<file path="src/rtl/cp0_regfile_pkg.sv">
// Shared definitions for the CP0 register file: WB->CP0 bus layout,
// CP0 register addresses and exception codes.
package cp0_regfile_pkg;

  localparam int unsigned WB_TO_CP0_REGISTER_BUS_WD = 110;

  // Bit offsets of each field within the flat bus vector
  localparam int unsigned BUS_EX_OFS       = 109;
  localparam int unsigned BUS_EXCODE_OFS   = 104;
  localparam int unsigned BUS_BADVADDR_OFS = 72;
  localparam int unsigned BUS_BD_OFS       = 71;
  localparam int unsigned BUS_PC_OFS       = 39;
  localparam int unsigned BUS_MTC0_WE_OFS  = 38;
  localparam int unsigned BUS_ADDR_OFS     = 33;
  localparam int unsigned BUS_WDATA_OFS    = 1;
  localparam int unsigned BUS_ERET_OFS     = 0;

  localparam int unsigned CP0_ADDR_W = 5;
  localparam int unsigned EXCODE_W   = 5;
  localparam int unsigned DATA_W     = 32;

  localparam logic [CP0_ADDR_W-1:0] CR_BADVADDR = 5'd8;
  localparam logic [CP0_ADDR_W-1:0] CR_COUNT    = 5'd9;
  localparam logic [CP0_ADDR_W-1:0] CR_COMPARE  = 5'd11;
  localparam logic [CP0_ADDR_W-1:0] CR_STATUS   = 5'd12;
  localparam logic [CP0_ADDR_W-1:0] CR_CAUSE    = 5'd13;
  localparam logic [CP0_ADDR_W-1:0] CR_EPC      = 5'd14;

  localparam logic [EXCODE_W-1:0] EX_INT  = 5'h00;
  localparam logic [EXCODE_W-1:0] EX_ADEL = 5'h04;
  localparam logic [EXCODE_W-1:0] EX_ADES = 5'h05;
  localparam logic [EXCODE_W-1:0] EX_SYS  = 5'h08;
  localparam logic [EXCODE_W-1:0] EX_BP   = 5'h09;
  localparam logic [EXCODE_W-1:0] EX_RI   = 5'h0A;
  localparam logic [EXCODE_W-1:0] EX_OV   = 5'h0C;

  localparam logic [DATA_W-1:0] STATUS_RESET = 32'h0040_0000;

  // Field order mirrors the flat bus, MSB first
  typedef struct packed {
    logic                  ex;
    logic [EXCODE_W-1:0]   excode;
    logic [DATA_W-1:0]     badvaddr;
    logic                  bd;
    logic [DATA_W-1:0]     pc;
    logic                  mtc0_we;
    logic [CP0_ADDR_W-1:0] addr;
    logic [DATA_W-1:0]     wdata;
    logic                  eret;
  } wb_cp0_bus_t;

  function automatic logic is_addr_exc(input logic [EXCODE_W-1:0] code);
    return (code == EX_ADEL) || (code == EX_ADES);
  endfunction

endpackage

</file>
<file path="src/rtl/cp0_timer.sv">
// CP0 Count/Compare timer: divided Count increment, Compare register and
// the sticky timer-interrupt flag.
module cp0_timer
  import cp0_regfile_pkg::*;
#(
  parameter int unsigned COUNT_DIV = 2
) (
  input  logic              clk,
  input  logic              reset,
  input  logic              count_we,
  input  logic              compare_we,
  input  logic [DATA_W-1:0] wdata,
  output logic [DATA_W-1:0] count,
  output logic [DATA_W-1:0] compare,
  output logic              ti
);

  localparam bit DIV_ONE = (COUNT_DIV == 1);

  logic tick;
  logic inc_c;

  // With a divide of 1 the phase bit stays at 0 and every clock increments
  assign inc_c = DIV_ONE | tick;

  always_ff @(posedge clk) begin
    if (reset) begin
      tick <= 1'b0;
    end else if (count_we || DIV_ONE) begin
      tick <= 1'b0;
    end else begin
      tick <= ~tick;
    end
  end

  // A software write beats the increment of the same cycle
  always_ff @(posedge clk) begin
    if (reset) begin
      count <= '0;
    end else if (count_we) begin
      count <= wdata;
    end else if (inc_c) begin
      count <= count + 32'd1;
    end
  end

  always_ff @(posedge clk) begin
    if (reset) begin
      compare <= '0;
    end else if (compare_we) begin
      compare <= wdata;
    end
  end

  // Compare write clears TI even when a match would set it this cycle
  always_ff @(posedge clk) begin
    if (reset) begin
      ti <= 1'b0;
    end else if (compare_we) begin
      ti <= 1'b0;
    end else if (count == compare) begin
      ti <= 1'b1;
    end
  end

endmodule

</file>
<file path="src/rtl/cp0_regfile.sv">
// CP0 system-control register file fed by the write-back stage: Status,
// Cause, EPC, BadVAddr plus the timer, with mfc0 read mux and interrupt request.
module cp0_regfile
  import cp0_regfile_pkg::*;
#(
  parameter logic [31:0] EX_ENTRY  = 32'hBFC0_0380,
  parameter int unsigned COUNT_DIV = 2
) (
  input  logic                                 clk,
  input  logic                                 reset,
  input  logic [WB_TO_CP0_REGISTER_BUS_WD-1:0] wb_to_cp0_register_bus,
  input  logic [5:0]                           ext_int_in,
  output logic [DATA_W-1:0]                    cp0_rdata,
  output logic [DATA_W-1:0]                    cp0_epc,
  output logic [DATA_W-1:0]                    cp0_ex_entry,
  output logic                                 cp0_status_exl,
  output logic                                 int_req
);

  wb_cp0_bus_t bus;
  assign bus = wb_cp0_bus_t'(wb_to_cp0_register_bus);

  logic [7:0]          status_im;
  logic                status_exl;
  logic                status_ie;
  logic                cause_bd;
  logic [5:0]          cause_ip_hw;
  logic [1:0]          cause_ip_sw;
  logic [EXCODE_W-1:0] cause_exccode;
  logic [DATA_W-1:0]   epc;
  logic [DATA_W-1:0]   badvaddr;

  logic [DATA_W-1:0]   count;
  logic [DATA_W-1:0]   compare;
  logic                ti;

  logic                mtc0_c;
  logic [DATA_W-1:0]   status_c;
  logic [DATA_W-1:0]   cause_c;

  // mtc0 only lands when neither an exception nor an eret owns the cycle
  assign mtc0_c = bus.mtc0_we & ~bus.ex & ~bus.eret;

  cp0_timer #(
    .COUNT_DIV (COUNT_DIV)
  ) u_timer (
    .clk        (clk),
    .reset      (reset),
    .count_we   (mtc0_c && (bus.addr == CR_COUNT)),
    .compare_we (mtc0_c && (bus.addr == CR_COMPARE)),
    .wdata      (bus.wdata),
    .count      (count),
    .compare    (compare),
    .ti         (ti)
  );

  always_ff @(posedge clk) begin
    if (reset) begin
      status_im     <= '0;
      status_exl    <= 1'b0;
      status_ie     <= 1'b0;
      cause_bd      <= 1'b0;
      cause_ip_hw   <= '0;
      cause_ip_sw   <= '0;
      cause_exccode <= '0;
      epc           <= '0;
      badvaddr      <= '0;
    end else begin
      cause_ip_hw <= {ext_int_in[5] | ti, ext_int_in[4:0]};
      if (bus.ex) begin
        cause_exccode <= bus.excode;
        // Nested exceptions keep the original EPC and BD
        if (!status_exl) begin
          epc        <= bus.bd ? bus.pc - 32'd4 : bus.pc;
          cause_bd   <= bus.bd;
          status_exl <= 1'b1;
        end
        if (is_addr_exc(bus.excode)) begin
          badvaddr <= bus.badvaddr;
        end
      end else if (bus.eret) begin
        status_exl <= 1'b0;
      end else if (bus.mtc0_we) begin
        case (bus.addr)
          CR_STATUS: begin
            status_im  <= bus.wdata[15:8];
            status_exl <= bus.wdata[1];
            status_ie  <= bus.wdata[0];
          end
          CR_CAUSE: cause_ip_sw <= bus.wdata[9:8];
          CR_EPC:   epc         <= bus.wdata;
          default:  ;
        endcase
      end
    end
  end

  assign status_c = {9'b0, 1'b1, 6'b0, status_im, 6'b0, status_exl, status_ie};
  assign cause_c  = {cause_bd, ti, 14'b0, cause_ip_hw, cause_ip_sw, 1'b0,
                     cause_exccode, 2'b0};

  // mfc0 read: shows pre-write state in the cycle of a write
  always_comb begin
    cp0_rdata = '0;
    case (bus.addr)
      CR_BADVADDR: cp0_rdata = badvaddr;
      CR_COUNT:    cp0_rdata = count;
      CR_COMPARE:  cp0_rdata = compare;
      CR_STATUS:   cp0_rdata = status_c;
      CR_CAUSE:    cp0_rdata = cause_c;
      CR_EPC:      cp0_rdata = epc;
      default:     cp0_rdata = '0;
    endcase
  end

  assign cp0_epc        = epc;
  assign cp0_ex_entry   = EX_ENTRY;
  assign cp0_status_exl = status_exl;
  assign int_req        = status_ie & ~status_exl & (|(cause_c[15:8] & status_im));

endmodule

</file>
<file path="config.mk">
export PLATFORM = sky130hd
export DESIGN_NAME = cp0_regfile
export DESIGN_NICKNAME = d
export VERILOG_FILES = /design/src/rtl/cp0_regfile_pkg.sv /design/src/rtl/cp0_timer.sv /design/src/rtl/cp0_regfile.sv
export SDC_FILE = /design/constraint.sdc
export NUM_CORES = 1
export LEC_CHECK = 0
export CAP_MARGIN = 0
export CORE_MARGIN = 4
export CORE_UTILIZATION = 50
export DETAILED_ROUTE_END_ITERATION = 16
export PLACE_DENSITY = 0.82
export SLEW_MARGIN = 20
export SYNTH_ARGS = -nofsm -noshare
export SYNTH_HDL_FRONTEND = slang
export SYNTH_SLANG_ARGS = --single-unit
</file>
<file path="constraint.sdc">
create_clock -name clk -period 2.2 [get_ports clk]
set_input_delay 0.22 -clock clk [delete_from_list [all_inputs] [get_ports clk]]
set_output_delay 0.22 -clock clk [all_outputs]
set_load 0.01 [all_outputs]
</file>
**Yosys cells after proc, flatten, opt, wreduce, memory -nomap -nowiden**

Index checks and enable logic that the tools add are counted.

- Input bits: 118
- Output and inout port bits: 98
- Register bits: 154

- Equality and inequality tests: 11
- Add/subtract/negate cells: 2
- Reduce and logical (&&, ||, !) cells: 17
- Bitwise gates (word level): 10
- Muxes and demuxes: 13

Operators with widths:

| cell | number |
|---|---|
| 2-to-1 mux 32 bit | 8 |
| one-hot mux 32 bit (6 select lines) | 1 |
| adder 32 x 1 -> 32 bit (second input constant) | 1 |
| equality test 32 bit | 1 |
| subtractor 32 x 3 -> 32 bit (second input constant) | 1 |
| equality test 5 x 4 -> 1 bit (second input constant) | 6 |
| AND reduction 4 bit | 3 |
| equality test 5 x 3 -> 1 bit (second input constant) | 2 |
| AND 8 bit | 1 |
| OR reduction 8 bit | 1 |
| AND reduction 2 bit | 3 |
| nonzero test 2 bit | 3 |
| nonzero test 3 bit | 2 |
| AND 1 bit | 4 |
| 2-to-1 mux 1 bit | 4 |
| inverter 1 bit | 4 |
| OR reduction 2 bit | 2 |
| logical AND 1 bit | 2 |
| inequality test 2 x 1 -> 1 bit (second input constant) | 1 |
| inequality test 2 bit (second input constant) | 1 |
| logical OR 1 bit | 1 |
| OR 1 bit | 1 |

**Depth between registers and ports, before layout**

- Word-level depth: 5
- Gate-level depth with buffers: 9
- Depth with buffers taken out: 7

**By module**

A second synthesis with hierarchy kept.

- Cells, all modules: 1040
- Area, all modules: 8466.9 um^2

By module, submodules not included:

| module | cells an instance | instances | area an instance (um^2) |
|---|---|---|---|
| cp0_regfile | 666 | 1 | 5111.2 |
| cp0_timer | 374 | 1 | 3355.7 |

**Worst setup path after synthesis**

No wires, ideal clock.

- Path type: reg-to-reg
- From: register u_timer.count[0]
- To: register u_timer.count[26]
- Arrival: 1.660 ns
- Stages on the path, launching flop included: 7
- Setup time: 0.086 ns
- Data required time: 2.114 ns
- Slack: 0.454 ns
- Cells stage by stage: dfxtp_1 ha_1 nand4_2 nor4_4 nand4_1 xor2_1 a211oi_1

- Word-level cells in the longest chain between the ends: 3

RTL lines:

| element | RTL line | source |
|---|---|---|
| start: declaration | cp0_timer.sv:13 | `output logic [DATA_W-1:0] count,` |
| start signal: assignment | cp0_timer.sv:41 | `count <= wdata;` |
| start signal: assignment | cp0_timer.sv:43 | `count <= count + 32'd1;` |
| adder 32 x 1 -> 32 bit | cp0_timer.sv:43 |  |
| 2-to-1 mux 32 bit | cp0_timer.sv:42 | `end else if (inc_c) begin` |
| 2-to-1 mux 32 bit | cp0_timer.sv:40 | `end else if (count_we) begin` |

No other way between the ends. The select of a mux whose other input is x is not followed.
A chain may end at the register's enable or synchronous reset.

**Final worst setup path**

- From: input port wb_to_cp0_register_bus[33]
- To: output port cp0_rdata[15]

- Word-level cells in the longest chain between the ends: 2
- Elaborated cells on any way between the ends: 7

RTL lines:

| element | RTL line | source |
|---|---|---|
| start: declaration | cp0_regfile.sv:11 | `input logic [WB_TO_CP0_REGISTER_BUS_WD-1:0] wb_to_cp0_register_bus,` |
| equality test 5 x 4 -> 1 bit | cp0_regfile.sv:105 | `case (bus.addr)` |
| one-hot mux 32 bit (6 select lines) (*) | cp0_regfile.sv:105 |  |
| end: declaration | cp0_regfile.sv:13 | `output logic [DATA_W-1:0] cp0_rdata,` |

Mark *: on every way between the ends. The rest lies on a longest branch, timed or not.

==> run metrics <==
CTS tree=done; full die area=0.0191 mm^2; Via Count=a little over 9k; Leak Pwr=between 4 and 5 nW; clk_skew=9.36 ps; wire per inst=20.6 um; Finish-stage setup viols=0; post-synthesis cell type count=64; Power Dens Cells=about 600 mW/mm^2; WP data arrival=approximately 1900 ps; Filler cells=1281; worst-path cell chain=clkdlybuf4s50_1 -> buf_4 -> nand2b_4 -> nor3_4 -> buf_6 -> buf_8 -> a22oi_1 -> nand3_1 -> dlygate4sd2_1; top cell type's share of synthesized area=36.4%; # hold bufs at CTS=0; Worst R2R Start=u_timer.count[0]; sequential share of power=approximately 42%; Sw Share=between 20 and 25%; First DRT Iteration DRCs=roughly 1.1k; slowest stage delay, CP=about 430 ps; clk root buf=clkbuf_16; TritonCTS buffer count=17; top post-synthesis cells by area=dfxtp_1 (36%), nand2_1 (7.2%), a22oi_1 (6.0%); Critical Path RT=approximately 2000 ps; critical path buffer and inverter count=5; initial antenna violation count=0; Int Pwr=roughly 5.3 mW; vias in the first global route=between 8k and 9k; pin count of the biggest net entering global routing=between 100 and 150; area delta synth->final=38.8%; count leader, synth=nand2_1; Die H=between 100 and 150 um; #FFs+latches synth=154; FMAX=roughly 470 MHz; GRT met1 Usage=between 40 and 50%; sequential cell area fraction in the yosys report=between 30% and 40%; core region area=approximately 0.017 mm^2; CP Class=in -> out; Clk pwr share=44.7%; Antenna Nets Post-Route=0; Setup crit start=wb_to_cp0_register_bus[33]; busiest grt layer=met2; Gate Count Post-Synth=~1.1k; MaxCap Viol Count=0; Multi-input gate area=about 0.005 mm^2; pins over their slew limit=0; io pins=approximately 220; drt pass-1 iters=6; Global Route met2 Usage=between 40% and 50%; slew at the pin with the worst max-slew slack=between 600 and 700 ps; Critical Path End Type=primary output; met3 usage=under 10%; Slew HR=around three fifths; min-delay src=reset; Synth Warn #=0; Setup TNS=0 ps; GP Congestion=0.936; maximum vdd drop=483 uV; status=finished, final reports clean; Port Buffers=183; fin crit period=between 2000 and 2500 ps; vias per cell=about 6.0; Yosys top cell by area=dfxtp_1; critical path launch point type=primary input; wire length of the first global-routing pass=47900 um; GR Overflow Total=0; Total Nets Final=1397; Tcrit/Tclk final=just under 100%; Psw=1.69 mW; EDFF count, synth=0; Hold Vio Cnt, Final=0; unrepaired setup endpoints after global routing=true; delay-heaviest family, CP=buffers and inverters; H-tree depth=4; clock sink total=about 150; CP max-delay cell=clkdlybuf4s50_1; worst-path maximum fanout=13; worst hold path class=in -> reg; FF/Latch Area=about 0.0031 mm^2; Synth Area per Inst=~8.0 um^2; Clock Path Buffers=2; num rows=47; Inserted Diodes=0; most frequent cells after synthesis=nand2_1 (163), dfxtp_1 (154), nor2_1 (86); Total GRT Usage=a little under a third; Initial Util=between 50% and 60%; Async SR Flop Fraction=0%; combinational cell fraction of total power=a little over an eighth; layout cells sized above 1=a little over an eighth; worst skew pair latency=430 ps; die width=around 140 um; drc violations=0; Post-Syn Area=between 0.008 and 0.009 mm^2; top_reg_cell synth=dfxtp_1; post-layout total power=7.04 mW; Final Routed Wirelength=slightly above 30000 um; WHS=approximately 330 ps; placed wire-length estimate=roughly 22000 um; clk slew on worst S/H paths=~60 ps
## layout make-up
cell class,instances,area share [%]
multi-input cells,812,42.4
repair buffers,285,23.5
inverters,7,0.224
clock buffers,24,4.18
well taps,220,2.34
flip-flops and latches,154,26.2
clock inverters,7,1.17
## cell usage in the layout (no fill, tap or decap), types with 6 or more instances in the layout
cell type	count
nand2_1	162
dfxtp_1	154
clkdlybuf4s50_1	145
nor2_1	86
a21oi_1	85
buf_4	81
a22oi_1	66
nand3_1	63
xnor2_1	48
a211oi_1	38
xor2_1	37
conb_1	32
mux2i_1	28
nand4_1	17
clkbuf_16	17
dlygate4sd2_1	16
nor3_1	13
buf_12	13
nor4_1	9
o211ai_1	9
clkbuf_2	9
a211o_1	8
inv_1	7
clkdlybuf4s15_1	7
nor2b_1	6
a31oi_1	6
and4_1	6
buf_6	6
## logic make-up (layout without fill, tap and decap cells)
| group | count (synthesis) | in the layout | synth area share (%) |
|---|---|---|---|
| simple gates | 415 | 415 | 24.0 |
| compound gates | 248 | 248 | 19.6 |
| flops | 154 | 154 | 36.4 |
| buf+inv | 121 | 323 | 7.13 |
| xor+xnor | 85 | 85 | 8.80 |
| mux | 30 | 30 | 3.58 |
| fa+ha+maj | 2 | 2 | 0.296 |
| other cells | 2 | 32 | 0.0887 |
## path summary, 6_finish.rpt
path	to	slack, ps	depth (start not counted)
worst max-delay path	cp0_rdata[15]	50	9
worst min-delay path	cause_exccode[1]	330	3
worst max register to register	u_timer.count[16]	160	7
worst min register to register	badvaddr[18]	460	2
## state kept, by name, summed over array words and instances (netlist names)
register / flops
badvaddr: 32
cause_bd: 1
cause_exccode: 5
cause_ip_hw: 6
cause_ip_sw: 2
cp0_epc: 32
cp0_status_exl: 1
status_ie: 1
status_im: 8
u_timer.compare: 32
u_timer.count: 32
u_timer.inc_c: 1
u_timer.ti: 1
## power by group through the flow
stage | Combinational, mW | Sequential, mW | Clock, mW
final | 0.925 | 2.96 | 3.15
after global routing | 0.979 | 2.97 | 3.27
after CTS | 0.907 | 2.96 | 3.14
after detailed placement | 0.887 | 3.02 | 0
after global placement | 0.873 | 3.02 | 0
after floorplan | 0.386 | 3.00 | 0
## repair_timing
item                                    4_1_cts  5_1_grt
cloned                                        3        0
pin swaps                                     4        6
endpoints found under the setup margin       32       31
setup buffers                                 9        0
resized for setup                            57       29
## worst register-to-register path, stage by stage, from the launching register on
cell      delay (ps)
dfxtp_1          460
ha_1             240
nand4_2          220
nor4_4           260
buf_4            220
nand4_1          140
xor2_1           180
a211oi_1         250
## metrics by stage
step	setup WS [ps]	utilization (%)	area (um^2)	instances
4_1_cts	-3.43	70.9	11800	1509
3_5_place_dp	-318	66.2	11000	1466
5_1_grt	-23.9	70.9	11800	1509
3_3_place_gp	-290	66.2	11000	1466
2_1_floorplan	454	-	8580	1087
6_report	52.2	70.9	11800	1509
## metal layers
| layer | vias up | part of all wire [%] |
|---|---|---|
| li1 | 4158 | - |
| met4 | 0 | 2.5 |
| met5 | - | 0 |
| met1 | 4285 | 39 |
| met2 | 596 | 46 |
| met3 | 63 | 12 |
No activity file was read; power rests on OpenSTA's default activity.
